==> src/rtl/npc_pkg.sv <==
// Shared definitions for the npc core front end: branch-type encodings,
// the PC generator state enum and the default reset PC.
package npc_pkg;

    localparam logic [63:0] RESET_PC_DEFAULT = 64'h8000_0000;

    // Control-flow encodings presented by execute; value 3 behaves as BR_SEQ.
    typedef enum logic [2:0] {
        BR_SEQ  = 3'd0,
        BR_JAL  = 3'd1,
        BR_JALR = 3'd2,
        BR_EQ   = 3'd4,
        BR_NE   = 3'd5,
        BR_GE   = 3'd6,
        BR_LT   = 3'd7
    } br_type_e;

    typedef enum logic [1:0] {
        ST_BOOT = 2'd0,
        ST_RUN  = 2'd1,
        ST_HALT = 2'd2
    } pc_state_e;

endpackage

==> src/rtl/br_resolve.sv <==
// Combinational branch resolution: decides whether a control-flow
// instruction is taken, computes its target and flags a misaligned target.
// Kept separate so a future predictor checker can reuse it.
module br_resolve
    import npc_pkg::*;
#(
    parameter int XLEN   = 64,
    parameter int IALIGN = 32
) (
    input  logic [2:0]      br_type,
    input  logic [XLEN-1:0] br_pc,
    input  logic [XLEN-1:0] br_imm,
    input  logic [XLEN-1:0] br_rs1,
    input  logic            br_zero,
    input  logic            br_less,
    output logic            taken,
    output logic [XLEN-1:0] target,
    output logic            misalign
);

    logic [XLEN-1:0] sum;

    // Taken decision, target address (bit 0 dropped) and alignment check.
    always_comb begin
        // NOTE: every output of a combinational block gets a default first so
        // no path can leave it unassigned and infer a latch.
        taken = 1'b0;
        case (br_type_e'(br_type))
            BR_JAL,
            BR_JALR: taken = 1'b1;
            BR_EQ:   taken = br_zero;
            BR_NE:   taken = !br_zero;
            BR_GE:   taken = !br_less;
            BR_LT:   taken = br_less;
            default: taken = 1'b0;
        endcase

        sum      = br_imm + ((br_type_e'(br_type) == BR_JALR) ? br_rs1 : br_pc);
        target   = {sum[XLEN-1:1], 1'b0};
        misalign = (IALIGN == 32) ? target[1] : 1'b0;
    end

endmodule

==> src/rtl/pc_gen.sv <==
// Registered program-counter front end. Holds the fetch PC, advances it under
// the IFU valid/ready handshake and applies trap and branch redirects with a
// one-cycle flush pulse. Counts applied redirects and supports a sticky halt.
module pc_gen
    import npc_pkg::*;
#(
    parameter int              XLEN     = 64,
    parameter logic [XLEN-1:0] RESET_PC = XLEN'(RESET_PC_DEFAULT),
    parameter int              IALIGN   = 32,
    parameter int              CNT_W    = 32
) (
    input  logic             clk,
    input  logic             rst,
    output logic             if_valid,
    input  logic             if_ready,
    output logic [XLEN-1:0]  pc_out,
    output logic             if_flush,
    input  logic             br_valid,
    input  logic [2:0]       br_type,
    input  logic [XLEN-1:0]  br_pc,
    input  logic [XLEN-1:0]  br_imm,
    input  logic [XLEN-1:0]  br_rs1,
    input  logic             br_zero,
    input  logic             br_less,
    output logic             br_misalign,
    input  logic             trap_valid,
    input  logic [XLEN-1:0]  trap_pc,
    input  logic             halt_req,
    output logic             halted,
    output logic [CNT_W-1:0] redirect_cnt
);

    pc_state_e        state_q, state_d;
    logic [XLEN-1:0]  pc_q, pc_d;
    logic             flush_q, flush_d;
    logic             mis_q, mis_d;
    logic [CNT_W-1:0] cnt_q, cnt_d;

    logic             br_taken;
    logic [XLEN-1:0]  br_target;
    logic             br_mis;

    br_resolve #(
        .XLEN   (XLEN),
        .IALIGN (IALIGN)
    ) u_br_resolve (
        .br_type  (br_type),
        .br_pc    (br_pc),
        .br_imm   (br_imm),
        .br_rs1   (br_rs1),
        .br_zero  (br_zero),
        .br_less  (br_less),
        .taken    (br_taken),
        .target   (br_target),
        .misalign (br_mis)
    );

    // Next-state logic: halt > trap > aligned taken branch > misaligned taken
    // branch (report only) > handshake advance > hold. BOOT and HALT ignore inputs.
    always_comb begin
        state_d = state_q;
        pc_d    = pc_q;
        flush_d = 1'b0;
        mis_d   = 1'b0;
        cnt_d   = cnt_q;
        case (state_q)
            ST_BOOT: state_d = ST_RUN;
            ST_RUN: begin
                if (halt_req) begin
                    state_d = ST_HALT;
                end else if (trap_valid) begin
                    pc_d    = trap_pc;
                    flush_d = 1'b1;
                    cnt_d   = cnt_q + CNT_W'(1);
                end else if (br_valid && br_taken && !br_mis) begin
                    pc_d    = br_target;
                    flush_d = 1'b1;
                    cnt_d   = cnt_q + CNT_W'(1);
                end else if (br_valid && br_taken) begin
                    mis_d = 1'b1;
                end else if (if_ready) begin
                    pc_d = pc_q + XLEN'(4);
                end
            end
            default: ;
        endcase
    end

    // State and output registers, all returned to reset values asynchronously.
    always_ff @(posedge clk or posedge rst) begin
        // NOTE: sequential state uses non-blocking assignments so every register
        // samples the pre-edge values regardless of statement order.
        if (rst) begin
            state_q <= ST_BOOT;
            pc_q    <= RESET_PC;
            flush_q <= 1'b0;
            mis_q   <= 1'b0;
            cnt_q   <= '0;
        end else begin
            state_q <= state_d;
            pc_q    <= pc_d;
            flush_q <= flush_d;
            mis_q   <= mis_d;
            cnt_q   <= cnt_d;
        end
    end

    assign if_valid     = (state_q == ST_RUN);
    assign halted       = (state_q == ST_HALT);
    assign pc_out       = pc_q;
    assign if_flush     = flush_q;
    assign br_misalign  = mis_q;
    assign redirect_cnt = cnt_q;

endmodule

==> config.mk <==
export PLATFORM = sky130hd
export DESIGN_NAME = pc_gen
export DESIGN_NICKNAME = d
export VERILOG_FILES = /design/src/rtl/npc_pkg.sv /design/src/rtl/br_resolve.sv /design/src/rtl/pc_gen.sv
export SDC_FILE = /design/constraint.sdc
export NUM_CORES = 1
export LEC_CHECK = 0
export ABC_AREA = 1
export BUFFER_PORTS_ARGS = -buffer_cell sky130_fd_sc_hd__buf_2
export CORE_AREA = 2 2 169 155
export CTS_CLUSTER_SIZE = 8
export DETAILED_ROUTE_END_ITERATION = 16
export DIE_AREA = 0 0 171 157
export MAX_ROUTING_LAYER = met4
export PLACE_DENSITY = 0.88
export SYNTH_ARGS = -nofsm -noshare
export SYNTH_HDL_FRONTEND = slang
export SYNTH_HIERARCHICAL = 1
export SYNTH_SLANG_ARGS = --single-unit
==> constraint.sdc <==
create_clock -name clk -period 4.1 [get_ports clk]
set_clock_uncertainty 0.2 [all_clocks]
set_input_delay 0.41 -clock clk [delete_from_list [all_inputs] [get_ports clk]]
set_output_delay 0.41 -clock clk [all_outputs]
set_load 0.05 [all_outputs]
==> run metrics <==
initial antenna violation count=2; Slew Limit Fails=0; EDFF count, synth=0; Crit. path cell count=22; critical path class=primary input to flop; Die ar.=26,800 um2; grt met1 use=between 50 and 60%; total I/O pin count=367; Cell Chain, Critical Path=buf_2 > inv_2 > nand3_2 > buf_12 > o21ai_0 > inv_1 > fa_1 > nand3b_1 > nand2_1 > nand2_1 > nand3_2 > nand2_1 > nand2_2 > nand3_1 > nand2_2 > nand2_1 > nand2_1 > xor2_1 > a21oi_1 > nand2_1 > nand2_1 > nand2_1; grt met2 use=65.9%; crit path DAT=3630 ps; Max Cap Violations=0; RSZ-0062 raised after global routing=false; top cells by area, synth=nand2_1 (25%), dfrtp_1 (18%), nor2_1 (11%), inv_1 (6.9%), ha_1 (6.4%); WL/cell=17.6 um; most numerous cell in the Yosys netlist=nand2_1; Final Wtd Congestion=1.03; final setup vio count=0; TritonCTS Buffers=9; Slew Limit Headroom=25.8%; Synth async-reset ratio=100%; period utilization=85.9%; CTS Buffer Depth=2; YS warnings=6; CP Buf/Inv Count=4; VDD IR-drop max=0.209 mV; PnR worst setup slack=roughly 580 ps; CP required=4200 ps; maximum clock rate=284 MHz; Row Count=55; pin count of the biggest net entering global routing=85; Synth Register Bits=100; Initial Utilization=54.5%; Die H=157 um; drt initial violations=2,118; Fin Setup TNS=0 ps; cell area power density=203 nW/um2; Hold Buf Count CTS=0; vias in the first global route=16,200; Final Non-Filler Cells=3,115; first-pass GRT wire length=84.5 mm; cells on worst reg2reg path=10; Nets=roughly 3,100; Critical Path End Type=flop; Place WS=296 ps; Post-Syn Area=13,600 um2; Overflow after GRT=0; placed instance count=about 3,100; Port Buffers=between 300 and 400; Via Count=17,400; leakage=approximately 0.0087 uW; slowest cell on the critical path=fa_1; Post-Synthesis Cells=around 2,400; remaining antenna violation count=0; Yosys top cell area share=25.2%; M3 GR Usage=between 7 and 8%; hold path cells=3; sequential share of the synthesized area=18.4%; Worst Tran Pin Value=roughly 1100 ps; most repeated library cell on the critical path=nand2_1; R2R Setup Slk=about 1700 ps; placed wire-length estimate=45.6 mm; Synth area leader=nand2_1; drt first pass iters=6; Worst setup SP type=primary input; top post-synthesis cells by count=nand2_1 (911), nor2_1 (382), inv_1 (249); status=completed; final wirelength=54.9 mm; H-tree levels=3; Setup Fix Bufs, Post-CTS=0; GRT busiest layer=met2; insertion delay to the later sink of the worst-skew pair=~360 ps; post-DR vias/cell=about 5.6; net count after synthesis=2,766; Min Clock Period, post-route=3520 ps; width of the chip=171 um; synthesized area per cell=5.60 um2; post-CTS sizing=0; clk sinks=100; P&R area growth vs syn=18.4%; Most used DFF post-synth=dfrtp_1; GRT Total Usage=41.4%; drt drc=0; Hold Crit Class=primary input to flop; endpoints failing hold=0; Reg clk slew, reported paths=~90 ps; worst-path maximum fanout=64; CP delay by family, top=simple AND/OR/NAND/NOR gates; CTS tree=built; Distinct cells, synth=54; core area=24,900 um2; Finished Core Util=64.6%; share of cells above drive strength 1=17.8%; CTS Root Cell=clkbuf_16; Critical Path Max Stage Delay=~440 ps
==> final cells by class <==
cell class | count | area [um2]
inverters | 266 | 1000
repair buffers | 385 | 2040
fillers | 2473 | 8830
diodes | 2 | 5.00
well taps | 342 | 428
clock inverters | 7 | 66.3
multi-input cells | 2004 | 9820
clock buffers | 9 | 225
flip-flops and latches | 100 | 2500
==> metal layers <==
metal  up-vias  wire, um
li1       8343         -
met4         0      2300
met2      1075     24300
met1      7854     22300
met5         -         0
met3       162      5960
==> tightest hold or removal path, cell delays in order <==
cell and delay [ps]:
buf_2 80, o211ai_1 70, o21ai_0 60
==> layout by cell type, fill, tap and decap left out, types with 13 or more instances in the layout <==
master    count
a21o_1       14
a21oi_1     106
buf_2       366
buf_4        14
dfrtp_1      99
ha_1         70
inv_1       248
inv_2        16
nand2_1     911
nand2_2      26
nand3_1     118
nand4_1      30
nor2_1      382
nor2_2       15
nor3_1       26
o21ai_0      68
o21ai_1      24
o21bai_1     38
xnor2_1      13
xor2_1       75
==> flip-flops by register name, indices dropped and copies added, names as in the netlist <==
register	count
redirect_cnt	32
if_flush	1
br_misalign	1
pc_out	64
state_q	2
==> worst paths after layout <==
| check | startpoint | to |
|---|---|---|
| min in group asynchronous | rst | pc_out[32]$_DFFE_PP0P_ |
| max in group asynchronous | rst | redirect_cnt[28]$_DFFE_PP0P_ |
| worst min-delay path | trap_pc[11] | pc_out[11]$_DFFE_PP0P_ |
| worst min register to register | pc_out[31]$_DFFE_PP1P_ | pc_out[31]$_DFFE_PP1P_ |
| worst max register to register | pc_out[31]$_DFFE_PP1P_ | pc_out[42]$_DFFE_PP0P_ |
| worst max-delay path | br_type[0] | pc_out[44]$_DFFE_PP0P_ |
==> where the power goes <==
part           switching, uW  leakage (uW)  total (uW)  internal [uW]
Clock                    467      0.000142         896            429
Combinational            908       0.00729        1390            479
Sequential                 0       0.00129         985            985
==> logic make-up (layout without fill, tap and decap cells) <==
group           count (synthesis)  count (layout)  synth area share [%]
other cells                     1               3                0.0276
xor+xnor                       88              88                  5.67
mux                             1               1                0.0737
simple gates                 1541            1541                  46.7
flops                         100             100                  18.4
fa+ha+maj                      71              71                  6.59
buf+inv                       324             667                  9.33
compound gates                302             302                  13.2
==> stage by stage <==
| step | power (uW) | instance area, um2 | hold slack [ps] |
|---|---|---|---|
| 2_1_floorplan | 1870 | 13600 | 308 |
| 3_3_place_gp | 2340 | 15800 | 293 |
| 3_5_place_dp | 2350 | 15800 | 303 |
| 4_1_cts | 3230 | 16100 | 87.0 |
| 5_1_grt | 3430 | 16100 | 115 |
| 6_report | 3270 | 16100 | 87.0 |
Power figures use the tool's default switching activity.
